### src/rtl/load_store_unit.sv
// load_store_unit: MEM-stage load/store engine with req/gnt/rvalid data-memory handshake.
module load_store_unit (
  input  logic        clk_i,
  input  logic        reset_i,
  input  logic        valid_i,
  input  logic        mem_write_i,
  input  logic [2:0]  width_src_i,
  input  logic [31:0] addr_i,
  input  logic [31:0] store_data_i,
  output logic        stall_o,
  output logic [31:0] load_data_o,
  output logic        load_valid_o,
  output logic        misaligned_o,
  output logic        mem_req_o,
  output logic        mem_we_o,
  output logic [31:0] mem_addr_o,
  output logic [3:0]  mem_be_o,
  output logic [31:0] mem_wdata_o,
  input  logic        mem_gnt_i,
  input  logic        mem_rvalid_i,
  input  logic [31:0] mem_rdata_i
);
  localparam logic [1:0] IDLE = 2'd0, REQ = 2'd1, WAIT = 2'd2, RESP = 2'd3;
  logic [1:0]  state_q, state_d;
  logic        we_q, we_d;
  logic [2:0]  ws_q, ws_d;
  logic [31:0] addr_q, addr_d, wdata_q, wdata_d, ld_q, ld_d;
  logic [3:0]  be_q, be_d;
  logic        is_byte, is_half, mis, accept;
  logic [7:0]  lb;
  logic [15:0] lh;
  logic [31:0] ext;
  always_comb begin
    is_byte = width_src_i[1:0] == 2'b01;
    is_half = width_src_i[1:0] == 2'b10;
    mis     = is_half ? addr_i[0] : is_byte ? 1'b0 : |addr_i[1:0];
    accept  = state_q == IDLE && valid_i && !mis;
    lb      = mem_rdata_i[{addr_q[1:0], 3'b000} +: 8];
    lh      = addr_q[1] ? mem_rdata_i[31:16] : mem_rdata_i[15:0];
    ext     = ws_q[1:0] == 2'b01 ? {{24{~ws_q[2] & lb[7]}}, lb} :
              ws_q[1:0] == 2'b10 ? {{16{~ws_q[2] & lh[15]}}, lh} : mem_rdata_i;
    state_d = state_q == IDLE ? (accept ? REQ : IDLE) :
              state_q == REQ  ? (mem_gnt_i ? (we_q ? RESP : WAIT) : REQ) :
              state_q == WAIT ? (mem_rvalid_i ? RESP : WAIT) : IDLE;
    we_d    = accept ? mem_write_i : we_q;
    ws_d    = accept ? width_src_i : ws_q;
    addr_d  = accept ? addr_i : addr_q;
    be_d    = !accept ? be_q : is_byte ? 4'b0001 << addr_i[1:0] :
              is_half ? 4'b0011 << addr_i[1:0] : 4'b1111;
    wdata_d = !accept ? wdata_q : is_byte ? {4{store_data_i[7:0]}} :
              is_half ? {2{store_data_i[15:0]}} : store_data_i;
    ld_d    = state_q == WAIT && mem_rvalid_i ? ext : ld_q;
  end
  always_ff @(posedge clk_i or posedge reset_i) begin
    if (reset_i) begin
      state_q <= IDLE;
      we_q    <= 1'b0;
      ws_q    <= 3'b0;
      addr_q  <= 32'b0;
      be_q    <= 4'b0;
      wdata_q <= 32'b0;
      ld_q    <= 32'b0;
    end else begin
      state_q <= state_d;
      we_q    <= we_d;
      ws_q    <= ws_d;
      addr_q  <= addr_d;
      be_q    <= be_d;
      wdata_q <= wdata_d;
      ld_q    <= ld_d;
    end
  end
  assign stall_o      = accept || state_q == REQ || state_q == WAIT;
  assign misaligned_o = state_q == IDLE && valid_i && mis;
  assign load_valid_o = state_q == RESP && !we_q;
  assign load_data_o  = ld_q;
  assign mem_req_o    = state_q == REQ;
  assign mem_we_o     = we_q;
  assign mem_addr_o   = {addr_q[31:2], 2'b00};
  assign mem_be_o     = be_q;
  assign mem_wdata_o  = wdata_q;
endmodule

### config.mk
export PLATFORM = sky130hd
export DESIGN_NAME = load_store_unit
export DESIGN_NICKNAME = d
export VERILOG_FILES = /design/src/rtl/load_store_unit.sv
export SDC_FILE = /design/constraint.sdc
export NUM_CORES = 1
export LEC_CHECK = 0
export ABC_CLOCK_PERIOD_IN_PS = 4200
export CORE_ASPECT_RATIO = 1.1
export CORE_UTILIZATION = 30
export CTS_BUF_LIST = sky130_fd_sc_hd__clkbuf_16
export CTS_CLUSTER_SIZE = 10
export DETAILED_ROUTE_END_ITERATION = 12
export GPL_TIMING_DRIVEN = 0
export SLEW_MARGIN = 40
export SYNTH_ARGS = -nofsm -noshare
export SYNTH_HDL_FRONTEND = slang
export SYNTH_SLANG_ARGS = --single-unit
### constraint.sdc
create_clock -name clk_i -period 4.2 [get_ports clk_i]
set_input_delay 0.63 -clock clk_i [delete_from_list [all_inputs] [get_ports clk_i]]
set_output_delay 0.63 -clock clk_i [all_outputs]
set_load 0.005 [all_outputs]
==> flow_summary_export.csv, run 1 <==
group,metric,value,unit
cells_and_area,fin_nets,812,
drt,vias,4629,
critical_path,arrival,2960,ps
clock_tree,root_buffer,"clkbuf_16",
floorplanning,fp.dieArea,18970,µm²
sta,timing.slew.headroom,0.6124,
synth,yosys_warnings,0,
drt,ant_nets,0,
drt,drc,0,
cells_and_area,layout_common_cells,"clkdlybuf4s50_1, dfrtp_1, mux2_2, buf_4, a21oi_1",
place,numPortBuffers,207,
synth,synth_edf_count,0,
critical_path,crit_family,"buffers and inverters",
floorplanning,start_util,0.3094,
clock_tree,postCtsSetupRepairBufs,0,
floorplanning,die_h,144.4,µm
cells_and_area,multi_input_area,2431,µm²
synth,synth_ff_type,"dfrtp_1",
clock_tree,htreeDepth,3,
clock_tree,cts_tree,"done",
power_and_ir_drop,irDropWorstVdd,279.6,µV
grt,grt_pass1_wl,26870,µm
sta,fin_setup_tns,0,ps
synth,syn_inst,483,
critical_path,slowest_stage,"clkdlybuf4s50_1",
floorplanning,die_w,131.4,µm
drt,vias_per_cell,4.898,
clock_tree,cts.repair.resized,0,
clock_tree,ctsHoldBuffers,0,
synth,syn_area,5528,µm²
power_and_ir_drop,p_per_area,669.3,nW/µm²
sta,fin_ws,611.7,ps
grt,grt_antenna_before_repair,1,
sta,timing_hold_violations_final,0,
clock_tree,cts_num_sinks,106,
critical_path,cp_common_cell,"clkdlybuf4s50_1",
sta,drv_slew,0,
cells_and_area,nFillCells,1664,
job,cap_violations,0,
place,hpwl,13020,µm
critical_path,path_cells,"clkdlybuf4s50_1 > inv_1 > ha_1 > nor3_1 > a31o_2 > nor2_1 > buf_2 > or3_1 > clkdlybuf4s50_1",
synth,synth-seq-cells,106,
sta,min_period_over_period,0.8544,
grt,grt_pass1_vias,4851,
synth,ys_types,41,
cells_and_area,final_area,8277,µm²
grt,grt_max_degree,62,
drt,first_pass_iters,5,
critical_path,worstSetupEndpointType,"output pin",
sta,skew,6.719,ps
floorplanning,ioPinCount,210,
grt,track_usage,0.1844,
run_status,status,"finished clean",
synth,syn_area_per_cell,11.44,µm²
critical_path,cpPeakStageDelay,620,ps
synth,synth-seq-area-share,0.4799,
sta,grt_setup_unrepaired,"no",
cells_and_area,drive_gt1_frac,0.2249,
critical_path,path_class,"in2out",
drt,wire_per_inst,18.17,µm
floorplanning,rows,51,
critical_path,crit_fanout,10,
sta,fmax,0.2787,GHz
sta,tightest_slew,578.9,ps
synth,postSynth.asyncResetShare,1.000,
min_path,min-delay-path-class,"reg2reg",
cells_and_area,synthToLayoutAreaGrowth,49.73,%
clock_tree,insertion_delay,360,ps
cells_and_area,seqCellArea,2653,µm²
critical_path,startpoint_type,"input port",
place,pre_cts_ws,573.9,ps
drt,drt_iter0_markers,162,
critical_path,critical_path_required,3570,ps
place,placed_area,7936,µm²
cells_and_area,final_common_cell,"clkdlybuf4s50_1",
critical_path,crit_buf_inv,4,
clock_tree,clockBufferDepth,2,
floorplanning,fp.coreArea,17870,µm²
sta,final-setup-viol-count,0,
sta,min_period,3588,ps
clock_tree,clkTransAtPathRegs,70,ps
cells_and_area,antenna-diode-count,0,
place,finalWeightedCongestion,0.8307,
grt,grt_overflow_total,0,
drt,routed_wl,17170,µm
critical_path,reg2reg_setup_slack,2240,ps
clock_tree,numCtsBuffers,9,
power_and_ir_drop,p_leak,3.440,nW
[cells by family after synthesis]
logic type	synth area share
AND/OR/NAND/NOR	0.09190
AO/OA/AOI/OAI	0.1392
multiplexers	0.1983
buffers and inverters	0.08103
adder cells (fa/ha/maj)	0.009054
flip-flops	0.4799
other	0.0006784
[per-stage QoR]
step                std cells  power, mW  hold WS (ps)  utilization
floorplan                 484      3.130         481.9            -
global placement          929      4.523         489.6       0.4422
detailed placement        930      4.591         497.3       0.4442
CTS                       945      5.614         514.7       0.4632
global route              945      5.891         523.8       0.4632
finish                    945      5.539         507.4       0.4632
[report_power, final]
group,switching [mW],total [mW],internal [mW]
Clock,0.406,0.990,0.583
Sequential,0.292,1.82,1.53
Combinational,0.998,2.73,1.73
[state kept, by name, indices dropped and copies added, names as in the netlist]
name and cells:
mem_we_o 1, addr_q 32, load_data_o 32, mem_be_o 4, ws_q 3, mem_wdata_o 32
state_q 2
[cell type report]
cell class / instances / area share
inverter: 7 / 0.004082
multi-input combinational: 305 / 0.2937
clock inverter: 6 / 0.01391
sequential: 106 / 0.3205
clock buffer: 9 / 0.02721
tap: 238 / 0.03598
timing repair buffer: 208 / 0.2537
buffer: 66 / 0.05094
[final timing paths]
kind / startpoint / endpoint / cells past startpoint
worst max-delay path: addr_i[1] / stall_o / 9
worst min-delay path: addr_q[13] / addr_q[13] / 1
worst max register to register: state_q[0] / load_data_o[18] / 5
worst min register to register: addr_q[13] / addr_q[13] / 1
max in group asynchronous: reset_i / load_data_o[4] / 3
min in group asynchronous: reset_i / addr_q[9] / 2
[Yosys cell counts, types with 4 or more instances]
master / count / area [µm²]
nand2_1: 30 / 112.6
nand2b_1: 5 / 31.28
o32a_1: 7 / 70.07
and2_1: 4 / 25.02
a21oi_1: 31 / 155.2
a211oi_1: 8 / 60.06
inv_1: 7 / 26.28
mux2_2: 84 / 945.9
mux2i_1: 15 / 150.1
buf_4: 38 / 285.3
dfrtp_1: 106 / 2653
clkbuf_1: 12 / 45.04
buf_2: 13 / 65.06
nand3b_1: 7 / 52.55
a22o_1: 8 / 70.07
o21ai_0: 8 / 40.04
nor2_1: 23 / 86.33
ha_1: 4 / 50.05
a221o_1: 23 / 230.2
a221oi_1: 8 / 70.07
nor2b_1: 20 / 125.1
[layer usage]
metal  up-vias  wire (µm)  track usage
li1       2166          -            -
met1      2255       6868       0.2129
met2       180       8380       0.3136
met3        26       1530      0.06344
met4         2        376      0.07528
met5         -         17            0
(Power assumes the default switching activity.)
==> run 2, diff against run 1 <==
- MAX_ROUTING_LAYER: unset -> met4
- SLEW_MARGIN: 40 -> 5
==> run 2 against run 1 <==
- setup slack worse by 11 ps
- first-iteration DRC count rose by 57%
- via count decreased by 0.80%
- critical path type unchanged
- largest cell class unchanged
- largest power group unchanged
==> flow_summary_export.csv, run 2 (synthesis gave the netlist of run 1 again) <==
group,metric,value,unit
sta,final-setup-viol-count,0,
critical_path,worstSetupEndpointType,"output pin",
drt,drt_iter0_markers,254,
sta,min_period,3599,ps
job,cap_violations,0,
cells_and_area,final_common_cell,"clkdlybuf4s50_1",
floorplanning,start_util,0.3094,
sta,min_period_over_period,0.8569,
floorplanning,fp.dieArea,18970,µm²
min_path,hold_end,"addr_q[13]",
drt,first_pass_iters,4,
cells_and_area,fin_util,0.4597,
min_path,holdPathStages,1,
floorplanning,die_w,131.4,µm
sta,timing_hold_violations_final,0,
place,pre_cts_ws,569.9,ps
floorplanning,fp.coreArea,17870,µm²
cells_and_area,fin_nets,812,
sta,tightest_slew,567.5,ps
drt,ant_nets,0,
grt,grt_pass1_wl,26600,µm
critical_path,arrival,2970,ps
clock_tree,numCtsBuffers,9,
grt,grt_max_degree,62,
drt,routed_wl,17110,µm
drt,vias_per_cell,4.849,
critical_path,worst_r2r_endpoint,"load_data_o[18]",
floorplanning,rows,51,
clock_tree,clkTransAtPathRegs,70,ps
sta,drv_slew,0,
place,placed_area,7934,µm²
grt,grt_pass1_vias,4859,
drt,vias,4592,
clock_tree,cts_tree,"done",
drt,drc,0,
place,finalWeightedCongestion,0.8435,
clock_tree,htreeDepth,3,
floorplanning,ioPinCount,210,
sta,fin_ws,601.1,ps
clock_tree,cts.repair.resized,0,
critical_path,critical_path_required,3570,ps
clock_tree,clockBufferDepth,2,
clock_tree,root_buffer,"clkbuf_16",
cells_and_area,finalNonFillerCells,947,
critical_path,startpoint_type,"input port",
power_and_ir_drop,p_per_area,654.3,nW/µm²
critical_path,rr_startpoint,"state_q[0]",
sta,grt_setup_unrepaired,"no",
min_path,hold_start,"addr_q[13]",
critical_path,path_class,"in2out",
critical_path,reg2reg_setup_slack,2250,ps
critical_path,crit_start,"addr_i[1]",
run_status,status,"finished clean",
place,numPortBuffers,207,
sta,skew,6.390,ps
grt,track_usage,0.1889,
min_path,min-delay-path-class,"reg2reg",
floorplanning,die_h,144.4,µm
cells_and_area,multi_input_area,2431,µm²
clock_tree,ctsHoldBuffers,0,
cells_and_area,synthToLayoutAreaGrowth,48.60,%
grt,grt_antenna_before_repair,1,
cells_and_area,nFillCells,1682,
cells_and_area,final_area,8214,µm²
place,dp.cells,930,
sta,hold_slack,507.0,ps
power_and_ir_drop,irDropWorstVdd,275.4,µV
cells_and_area,layout_common_cells,"clkdlybuf4s50_1, dfrtp_1, mux2_2, buf_4, a21oi_1",
drt,wire_per_inst,18.07,µm
critical_path,crit_fanout,10,
cells_and_area,seqCellArea,2653,µm²
sta,timing.slew.headroom,0.6212,
clock_tree,cts_num_sinks,106,
cells_and_area,drive_gt1_frac,0.2246,
sta,fin_setup_tns,0,ps
place,hpwl,12980,µm
power_and_ir_drop,finalPower,5.375,mW
sta,fmax,0.2779,GHz
power_and_ir_drop,p_leak,3.406,nW
grt,grt_overflow_total,0,
critical_path,ff2ff_path_depth,5,
clock_tree,postCtsSetupRepairBufs,0,
clock_tree,insertion_delay,360,ps
[run 2: layout make-up]
type                            count  area share
Sequential cell                   106      0.3229
Multi-Input combinational cell    305      0.2960
Timing Repair Buffer              208      0.2556
Buffer                             66     0.05133
Tap cell                          238     0.03625
Clock buffer                        9     0.02742
Clock inverter                      7    0.006398
Inverter                            7    0.003808
Antenna cell                        1   0.0003046
[run 2: routing by layer]
layer / global-route usage / part of all wire
met5: - / 0
met4: 0.07405 / 0.020
met3: 0.05608 / 0.079
met2: 0.3122 / 0.49
met1: 0.2164 / 0.42
[run 2: how the worst max path moves through the flow]
stage,to,slack (ps),depth (start not counted)
2_1_floorplan,addr_q[0],780,1
3_3_place_gp,addr_q[29],-950,2
3_5_place_dp,stall_o,570,9
4_1_cts,stall_o,560,9
5_1_grt,stall_o,400,9
6_report,stall_o,600,9
[run 2: report_power, final]
group,switching [mW],internal (mW)
Clock,0.419,0.408
Combinational,0.997,1.73
Sequential,0.292,1.52
[run 2: worst max-delay path: stages]
cell	delay, ps
clkdlybuf4s50_1	620
inv_1	100
ha_1	230
nor3_1	140
a31o_2	140
nor2_1	50
buf_2	210
or3_1	400
clkdlybuf4s50_1	450
